**config.mk**
```make
export PLATFORM = sky130hd
export DESIGN_NAME = if_fetch_queue
export DESIGN_NICKNAME = d
export VERILOG_FILES = /design/src/rtl/if_pkg.sv /design/src/rtl/fetch_fifo.sv /design/src/rtl/if_fetch_queue_chk.sv /design/src/rtl/if_fetch_queue.sv
export SDC_FILE = /design/constraint.sdc
export NUM_CORES = 1
export LEC_CHECK = 0
export BUFFER_PORTS_ARGS = -buffer_cell sky130_fd_sc_hd__buf_2
export CORE_AREA = 2 2 191 193
export CTS_CLUSTER_SIZE = 25
export DETAILED_ROUTE_END_ITERATION = 10
export DIE_AREA = 0 0 193 195
export PLACE_DENSITY = 0.75
export SLEW_MARGIN = 20
export SYNTH_ARGS = -nofsm -noshare
export SYNTH_HDL_FRONTEND = slang
export SYNTH_SLANG_ARGS = --single-unit
```
**constraint.sdc**
```tcl
create_clock -name clk -period 5.2 [get_ports clk]
set_clock_uncertainty 0.15 [all_clocks]
set_input_delay 0 -clock clk [delete_from_list [all_inputs] [get_ports clk]]
set_output_delay 0 -clock clk [all_outputs]
set_load 0.01 [all_outputs]
```
**src/rtl/if_pkg.sv**
```systemverilog
// Shared types and defaults for the instruction-fetch stage.
package if_pkg;

  localparam int DEFAULT_XLEN = 32;
  localparam logic [DEFAULT_XLEN-1:0] DEFAULT_RESET_PC = 32'h0000_0000;

  // Width of the stale-response counter; it saturates at all-ones.
  localparam int DROP_W = 8;

  typedef struct packed {
    logic [DEFAULT_XLEN-1:0] pc;
    logic [DEFAULT_XLEN-1:0] ir;
  } fetch_entry_t;

endpackage

```
**src/rtl/fetch_fifo.sv**
```systemverilog
// Synchronous FIFO with a synchronous flush and an asynchronous active-low reset.
// Holds both the in-flight PC list and the fetch queue.
module fetch_fifo #(
  parameter int  WIDTH = 64,
  parameter int  DEPTH = 4,
  localparam int AW    = (DEPTH > 1) ? $clog2(DEPTH) : 1,
  localparam int CW    = $clog2(DEPTH + 1)
) (
  input  logic             clk,
  input  logic             rst,
  input  logic             push,
  input  logic             pop,
  input  logic             flush,
  input  logic [WIDTH-1:0] wdata,
  output logic [WIDTH-1:0] rdata,
  output logic             full,
  output logic             empty,
  output logic [CW-1:0]    count
);

  logic [WIDTH-1:0] mem_r [DEPTH];
  logic [AW-1:0]    wr_ptr_r;
  logic [AW-1:0]    rd_ptr_r;
  logic [CW-1:0]    count_r;
  logic             do_push_s;
  logic             do_pop_s;

  // Pointers wrap explicitly so that non-power-of-two depths also work.
  function automatic logic [AW-1:0] ptr_inc(input logic [AW-1:0] p);
    return (p == AW'(DEPTH - 1)) ? {AW{1'b0}} : p + AW'(1);
  endfunction

  assign empty     = (count_r == {CW{1'b0}});
  assign full      = (count_r == CW'(DEPTH));
  assign count     = count_r;
  assign rdata     = mem_r[rd_ptr_r];
  assign do_pop_s  = pop && !empty;
  assign do_push_s = push && (!full || do_pop_s);

  // Pointer and occupancy tracking
  always_ff @(posedge clk or negedge rst) begin
    if (!rst) begin
      wr_ptr_r <= {AW{1'b0}};
      rd_ptr_r <= {AW{1'b0}};
      count_r  <= {CW{1'b0}};
    end else if (flush) begin
      wr_ptr_r <= {AW{1'b0}};
      rd_ptr_r <= {AW{1'b0}};
      count_r  <= {CW{1'b0}};
    end else begin
      if (do_push_s) wr_ptr_r <= ptr_inc(wr_ptr_r);
      if (do_pop_s)  rd_ptr_r <= ptr_inc(rd_ptr_r);
      case ({do_push_s, do_pop_s})
        2'b10:   count_r <= count_r + CW'(1);
        2'b01:   count_r <= count_r - CW'(1);
        default: count_r <= count_r;
      endcase
    end
  end

  // Entry storage
  always_ff @(posedge clk or negedge rst) begin
    if (!rst) begin
      for (int i = 0; i < DEPTH; i++) mem_r[i] <= {WIDTH{1'b0}};
    end else if (do_push_s && !flush) begin
      mem_r[wr_ptr_r] <= wdata;
    end
  end

endmodule

```
**src/rtl/if_fetch_queue_chk.sv**
```systemverilog
// Protocol and overflow checks for the fetch stage; carries no design logic.
module if_fetch_queue_chk #(
  parameter int DW = 8
) (
  input logic          clk,
  input logic          rst,
  input logic          rsp_valid,
  input logic          infl_empty,
  input logic          infl_full,
  input logic          infl_push,
  input logic          q_full,
  input logic          q_push,
  input logic [DW-1:0] drop_cnt
);

  a_rsp_expected: assert property (@(posedge clk) disable iff (!rst)
    rsp_valid |-> (!infl_empty || (drop_cnt != {DW{1'b0}})));

  a_infl_no_overflow: assert property (@(posedge clk) disable iff (!rst)
    infl_push |-> !infl_full);

  a_queue_no_overflow: assert property (@(posedge clk) disable iff (!rst)
    q_push |-> !q_full);

  a_drop_no_saturate: assert property (@(posedge clk) disable iff (!rst)
    drop_cnt != {DW{1'b1}});

endmodule

```
**src/rtl/if_fetch_queue.sv**
```systemverilog
// Instruction-fetch stage: issues PC-sequential requests, buffers in-order responses
// in a fetch queue for decode, and restarts at a redirect target discarding stale data.
module if_fetch_queue
  import if_pkg::*;
#(
  parameter int              XLEN            = DEFAULT_XLEN,
  parameter logic [XLEN-1:0] RESET_PC        = XLEN'(DEFAULT_RESET_PC),
  parameter int              QUEUE_DEPTH     = 4,
  parameter int              MAX_OUTSTANDING = 2,
  localparam int             CW              = $clog2(QUEUE_DEPTH + 1)
) (
  input  logic            clk,
  input  logic            rst,
  input  logic            redirect_valid,
  input  logic [XLEN-1:0] redirect_pc,
  output logic            imem_req_valid,
  input  logic            imem_req_ready,
  output logic [XLEN-1:0] imem_req_addr,
  input  logic            imem_rsp_valid,
  input  logic [XLEN-1:0] imem_rsp_data,
  output logic            if_valid,
  input  logic            if_ready,
  output logic [XLEN-1:0] if_pc,
  output logic [XLEN-1:0] if_npc,
  output logic [XLEN-1:0] if_ir,
  output logic [CW-1:0]   if_count
);

  localparam int              OW         = $clog2(MAX_OUTSTANDING + 1);
  localparam int              DW1        = DROP_W + 1;
  localparam logic [XLEN-1:0] ALIGN_MASK = ~(XLEN'(3));

  logic [XLEN-1:0]   fetch_pc_r;
  logic [XLEN-1:0]   fetch_pc_nxt_s;
  logic [DROP_W-1:0] drop_cnt_r;
  logic [DROP_W-1:0] drop_nxt_s;
  logic [DW1-1:0]    drop_total_s;
  logic [DW1-1:0]    drop_left_s;
  logic [OW-1:0]     outstanding_s;
  logic [XLEN-1:0]   infl_head_s;
  logic              infl_empty_s;
  logic              infl_full_s;
  logic [2*XLEN-1:0] q_head_s;
  logic              q_empty_s;
  logic              q_full_s;
  logic [CW-1:0]     q_count_s;
  logic              req_valid_s;
  logic              req_fire_s;
  logic              rsp_live_s;
  logic              rsp_drop_s;
  logic              q_push_s;
  logic              q_pop_s;

  // Credit rule: every issued request is guaranteed a queue slot, so responses never stall.
  assign req_valid_s = rst && !redirect_valid
                    && (int'(outstanding_s) < MAX_OUTSTANDING)
                    && ((int'(outstanding_s) + int'(q_count_s)) < QUEUE_DEPTH);
  assign req_fire_s  = req_valid_s && imem_req_ready;
  assign rsp_drop_s  = imem_rsp_valid && (drop_cnt_r != {DROP_W{1'b0}});
  assign rsp_live_s  = imem_rsp_valid && (drop_cnt_r == {DROP_W{1'b0}}) && !infl_empty_s;
  assign q_push_s    = rsp_live_s && !redirect_valid;
  assign q_pop_s     = if_valid && if_ready;

  fetch_fifo #(.WIDTH(XLEN), .DEPTH(MAX_OUTSTANDING)) u_inflight (
    .clk   (clk),
    .rst   (rst),
    .push  (req_fire_s),
    .pop   (rsp_live_s),
    .flush (redirect_valid),
    .wdata (fetch_pc_r),
    .rdata (infl_head_s),
    .full  (infl_full_s),
    .empty (infl_empty_s),
    .count (outstanding_s)
  );

  fetch_fifo #(.WIDTH(2 * XLEN), .DEPTH(QUEUE_DEPTH)) u_queue (
    .clk   (clk),
    .rst   (rst),
    .push  (q_push_s),
    .pop   (q_pop_s),
    .flush (redirect_valid),
    .wdata ({infl_head_s, imem_rsp_data}),
    .rdata (q_head_s),
    .full  (q_full_s),
    .empty (q_empty_s),
    .count (q_count_s)
  );

  // On redirect the in-flight list is flushed, so its requests move into drop_cnt.
  assign drop_total_s = DW1'(outstanding_s) + DW1'(drop_cnt_r);
  assign drop_left_s  = (imem_rsp_valid && (drop_total_s != {DW1{1'b0}}))
                      ? drop_total_s - DW1'(1) : drop_total_s;

  // Next fetch PC and stale-response count
  always_comb begin
    fetch_pc_nxt_s = fetch_pc_r;
    drop_nxt_s     = drop_cnt_r;
    if (redirect_valid) begin
      fetch_pc_nxt_s = redirect_pc & ALIGN_MASK;
      drop_nxt_s     = drop_left_s[DROP_W] ? {DROP_W{1'b1}} : drop_left_s[DROP_W-1:0];
    end else begin
      if (req_fire_s) fetch_pc_nxt_s = fetch_pc_r + XLEN'(4);
      else            fetch_pc_nxt_s = fetch_pc_r;
      if (rsp_drop_s) drop_nxt_s = drop_cnt_r - DROP_W'(1);
      else            drop_nxt_s = drop_cnt_r;
    end
  end

  // Fetch PC and drop counter registers
  always_ff @(posedge clk or negedge rst) begin
    if (!rst) begin
      fetch_pc_r <= RESET_PC & ALIGN_MASK;
      drop_cnt_r <= {DROP_W{1'b0}};
    end else begin
      fetch_pc_r <= fetch_pc_nxt_s;
      drop_cnt_r <= drop_nxt_s;
    end
  end

  assign imem_req_valid = req_valid_s;
  assign imem_req_addr  = fetch_pc_r & ALIGN_MASK;
  assign if_valid       = !q_empty_s;
  assign if_pc          = if_valid ? q_head_s[2*XLEN-1:XLEN] : {XLEN{1'b0}};
  assign if_npc         = if_valid ? q_head_s[2*XLEN-1:XLEN] + XLEN'(4) : {XLEN{1'b0}};
  assign if_ir          = if_valid ? q_head_s[XLEN-1:0] : {XLEN{1'b0}};
  assign if_count       = q_count_s;

  if_fetch_queue_chk #(.DW(DROP_W)) u_chk (
    .clk        (clk),
    .rst        (rst),
    .rsp_valid  (imem_rsp_valid),
    .infl_empty (infl_empty_s),
    .infl_full  (infl_full_s),
    .infl_push  (req_fire_s),
    .q_full     (q_full_s),
    .q_push     (q_push_s),
    .drop_cnt   (drop_cnt_r)
  );

endmodule

```
==> results.txt <==
CTS Sinks = 357
ys async rst share = 100.0%
Antenna diodes = 0
Final #Nets = 1832
layout cells sized above 1 = 29.42%
Synth area leader = dfrtp_1
routed length per instance = 19.31 um
hold crit path type = in -> reg
num rows = 69
Iteration-0 DRC Markers = 830
die area = 37640 sq um
RSZ-0062 raised after global routing = false
GRT Total Usage = 23.11%
Setup crit end kind = output port
Top FF cell, synth = dfrtp_1
Synth cell types = 63
Final TNS setup = 0 ps
post-layout power = 6.356 mW
gr busiest metal = met2
vias in the first global route = 13.16k
vias = 12.73k
Crit Path Class = reg -> out
Cells after Synth = 1507
relative slew slack = 32.26%
RePlAce Congestion = 0.8519
Area growth syn-to-layout = 18.95%
Initial Util = 49.45%
Startpoint Class = flip-flop
top post-synthesis cells by count = 357 x dfrtp_1, 198 x nand2_1, 184 x mux2_2
H-Tree Level Count = 2
final antenna-violating net count = 0
largest net degree at the start of global routing = 190
Pwr Density = 305.3 nW/um^2
clock slew at reported path FFs = 60 ps
grt ovf = 0
worst skew pair latency = 530 ps
Synth Area per Inst = 11.61 sq um
post-route setup slack = 1063 ps
status = finished, final reports clean
sequential fraction of the synthesis area = 51.04%
setup bufs post-CTS = 0
final setup vio count = 0
min Tclk post-route = 4137 ps
Clock Root Buffer = clkbuf_16
Die Y = 195 um
Vias per Instance = 5.705
Residual DRC = 0
Synth area leaders = dfrtp_1 51%, mux2_2 12%, mux4_2 6.6%
met3 Resource Use GR = 4.691%
TritonCTS Buffers = 37
count leader, synth = dfrtp_1
Slew @ Worst Pin = 1016 ps
Post-synth EDFFs = 0
# resized after CTS = 0
arrival time at the worst endpoint = 3990 ps
Port Buffers = 194
DP Wirelength = 27.45 mm
FF+latch count, synth = 357
Hold Fails Final Rpt = 0
met2 Use GR = 37.70%
FILL cells = 2842
Pleak = 9.647 nW
Place WS = 1421 ps
Syn Std Cell Area = 17500 sq um
top-area cell type share of the netlist area = 51.04%
Critical Path RT = 5050 ps
CTS tree = built
max_cap viols = 0
Yosys warnings = 0
global-route wire length before repair = 69.10 mm
Max Slew Vio Count = 0
M1 GR Usage = 31.73%
VDD IR max = 0.2223 mV
CP Max Fanout = 36
Die X = 193 um
initial antenna violation count = 0
Top Ports = 203
clk buf depth = 3
DRT Pass-1 Iters = 5
Post-Route WL = 43.09 mm
Final period util = 79.56%
Core Region = 35400 sq um
Max Fclk = 0.2417 GHz
[path summary, 6_finish.rpt]
kind                                      from                 end  slack [ps]  cells after the start
max in group asynchronous                  rst      fetch_pc_r[14]        3440                      4
max                        u_queue.rd_ptr_r[1]          if_npc[14]        1060                      8
min reg2reg                 u_queue.mem_r[163]  u_queue.mem_r[163]         320                      2
max reg2reg                   u_queue.count[1]      fetch_pc_r[16]        1220                     10
min in group asynchronous                  rst  u_queue.mem_r[218]         480                      4
min                             redirect_pc[9]       fetch_pc_r[9]          90                      4
[repair_timing]
item,CTS,global route
hold endpoints to repair,529,0
hold buffers,85,0
setup endpoints to repair,0,0
[report_power, final]
part	switching [mW]	internal (mW)
combinational	0.354	0.296
clock	1.05	1.53
sequential	0.176	2.95
total	1.58	4.77
[flip-flops by register name (all words and copies together) (netlist names)]
| name | cells |
|---|---|
| u_queue.mem_r | 248 |
| u_inflight.mem_r | 60 |
| fetch_pc_r | 30 |
| drop_cnt_r | 8 |
| u_queue.count | 3 |
| u_inflight.count | 2 |
| u_queue.rd_ptr_r | 2 |
| u_queue.wr_ptr_r | 2 |
| u_inflight.rd_ptr_r | 1 |
| u_inflight.wr_ptr_r | 1 |
[metrics by stage]
step / cell area (sq um) / instances / hold WS (ps) / util (%)
after floorplan: 17520 / 1512 / -445.6 / -
after global placement: 18790 / 2083 / -270.4 / 53.07
after detailed placement: 18790 / 2083 / -268.7 / 53.07
after CTS: 20820 / 2232 / 61.70 / 58.82
after global routing: 20820 / 2232 / 98.55 / 58.82
final: 20820 / 2232 / 92.01 / 58.82
[per-layer routing]
metal	vias up	routed length, um
met5	-	0
met4	0	856
li1	5851	-
met2	447	20320
met1	6375	18850
met3	61	3067
[worst max-delay path, cell delays in order (launching register included)]
cell	delay [ps]
dfrtp_2	1010
mux4_2	470
ha_1	230
nand3_1	210
nor2_1	370
nand2_1	180
or3_1	340
a21oi_1	420
buf_2	220
[area by class of cell]
type / count / area [sq um] / area share (%)
repair buffers: 296 / 1982 / 9.519
clock inverters: 8 / 93.84 / 0.4507
flip-flops and latches: 357 / 8939 / 42.93
well taps: 461 / 576.8 / 2.770
clock buffers: 56 / 1080 / 5.186
multi-input cells: 1034 / 8074 / 38.78
inverters: 20 / 75.07 / 0.3606
[cell families (layout without fill, tap and decap cells)]
family | after synthesis | after routing | synth area share (%)
simple gates | 442 | 442 | 12.20
buf+inv | 121 | 380 | 3.152
xor+xnor | 45 | 45 | 2.252
compound gates | 243 | 243 | 7.978
flops | 357 | 357 | 51.04
fa+ha+maj | 16 | 16 | 1.230
other cells | 1 | 6 | 0.02142
mux | 282 | 282 | 22.12
[layout by cell type (no fill, tap or decap), types with 5 or more instances in the layout]
master | netlist | layout
nor3_2 | 6 | 7
nor2_1 | 66 | 65
clkinv_2 | 0 | 5
o311ai_0 | 6 | 6
mux4_2 | 51 | 51
buf_2 | 26 | 193
buf_4 | 7 | 16
nand3_1 | 22 | 22
a221o_1 | 11 | 11
inv_1 | 20 | 19
mux4_1 | 11 | 11
dfrtp_1 | 357 | 355
mux2i_1 | 34 | 34
dlygate4sd3_1 | 0 | 84
nand4_1 | 17 | 17
a21o_1 | 5 | 5
xor2_1 | 19 | 19
clkbuf_16 | 0 | 39
xnor2_1 | 26 | 26
nand2b_1 | 5 | 5
o21ai_0 | 165 | 165
clkbuf_1 | 60 | 13
and2_1 | 61 | 61
mux2_2 | 184 | 184
nor4_1 | 8 | 8
conb_1 | 1 | 6
and3_1 | 7 | 7
nor3_1 | 17 | 16
a21oi_1 | 26 | 26
or3_1 | 9 | 9
ha_1 | 14 | 14
nand2_1 | 198 | 194
Power figures use the tool's default switching activity.
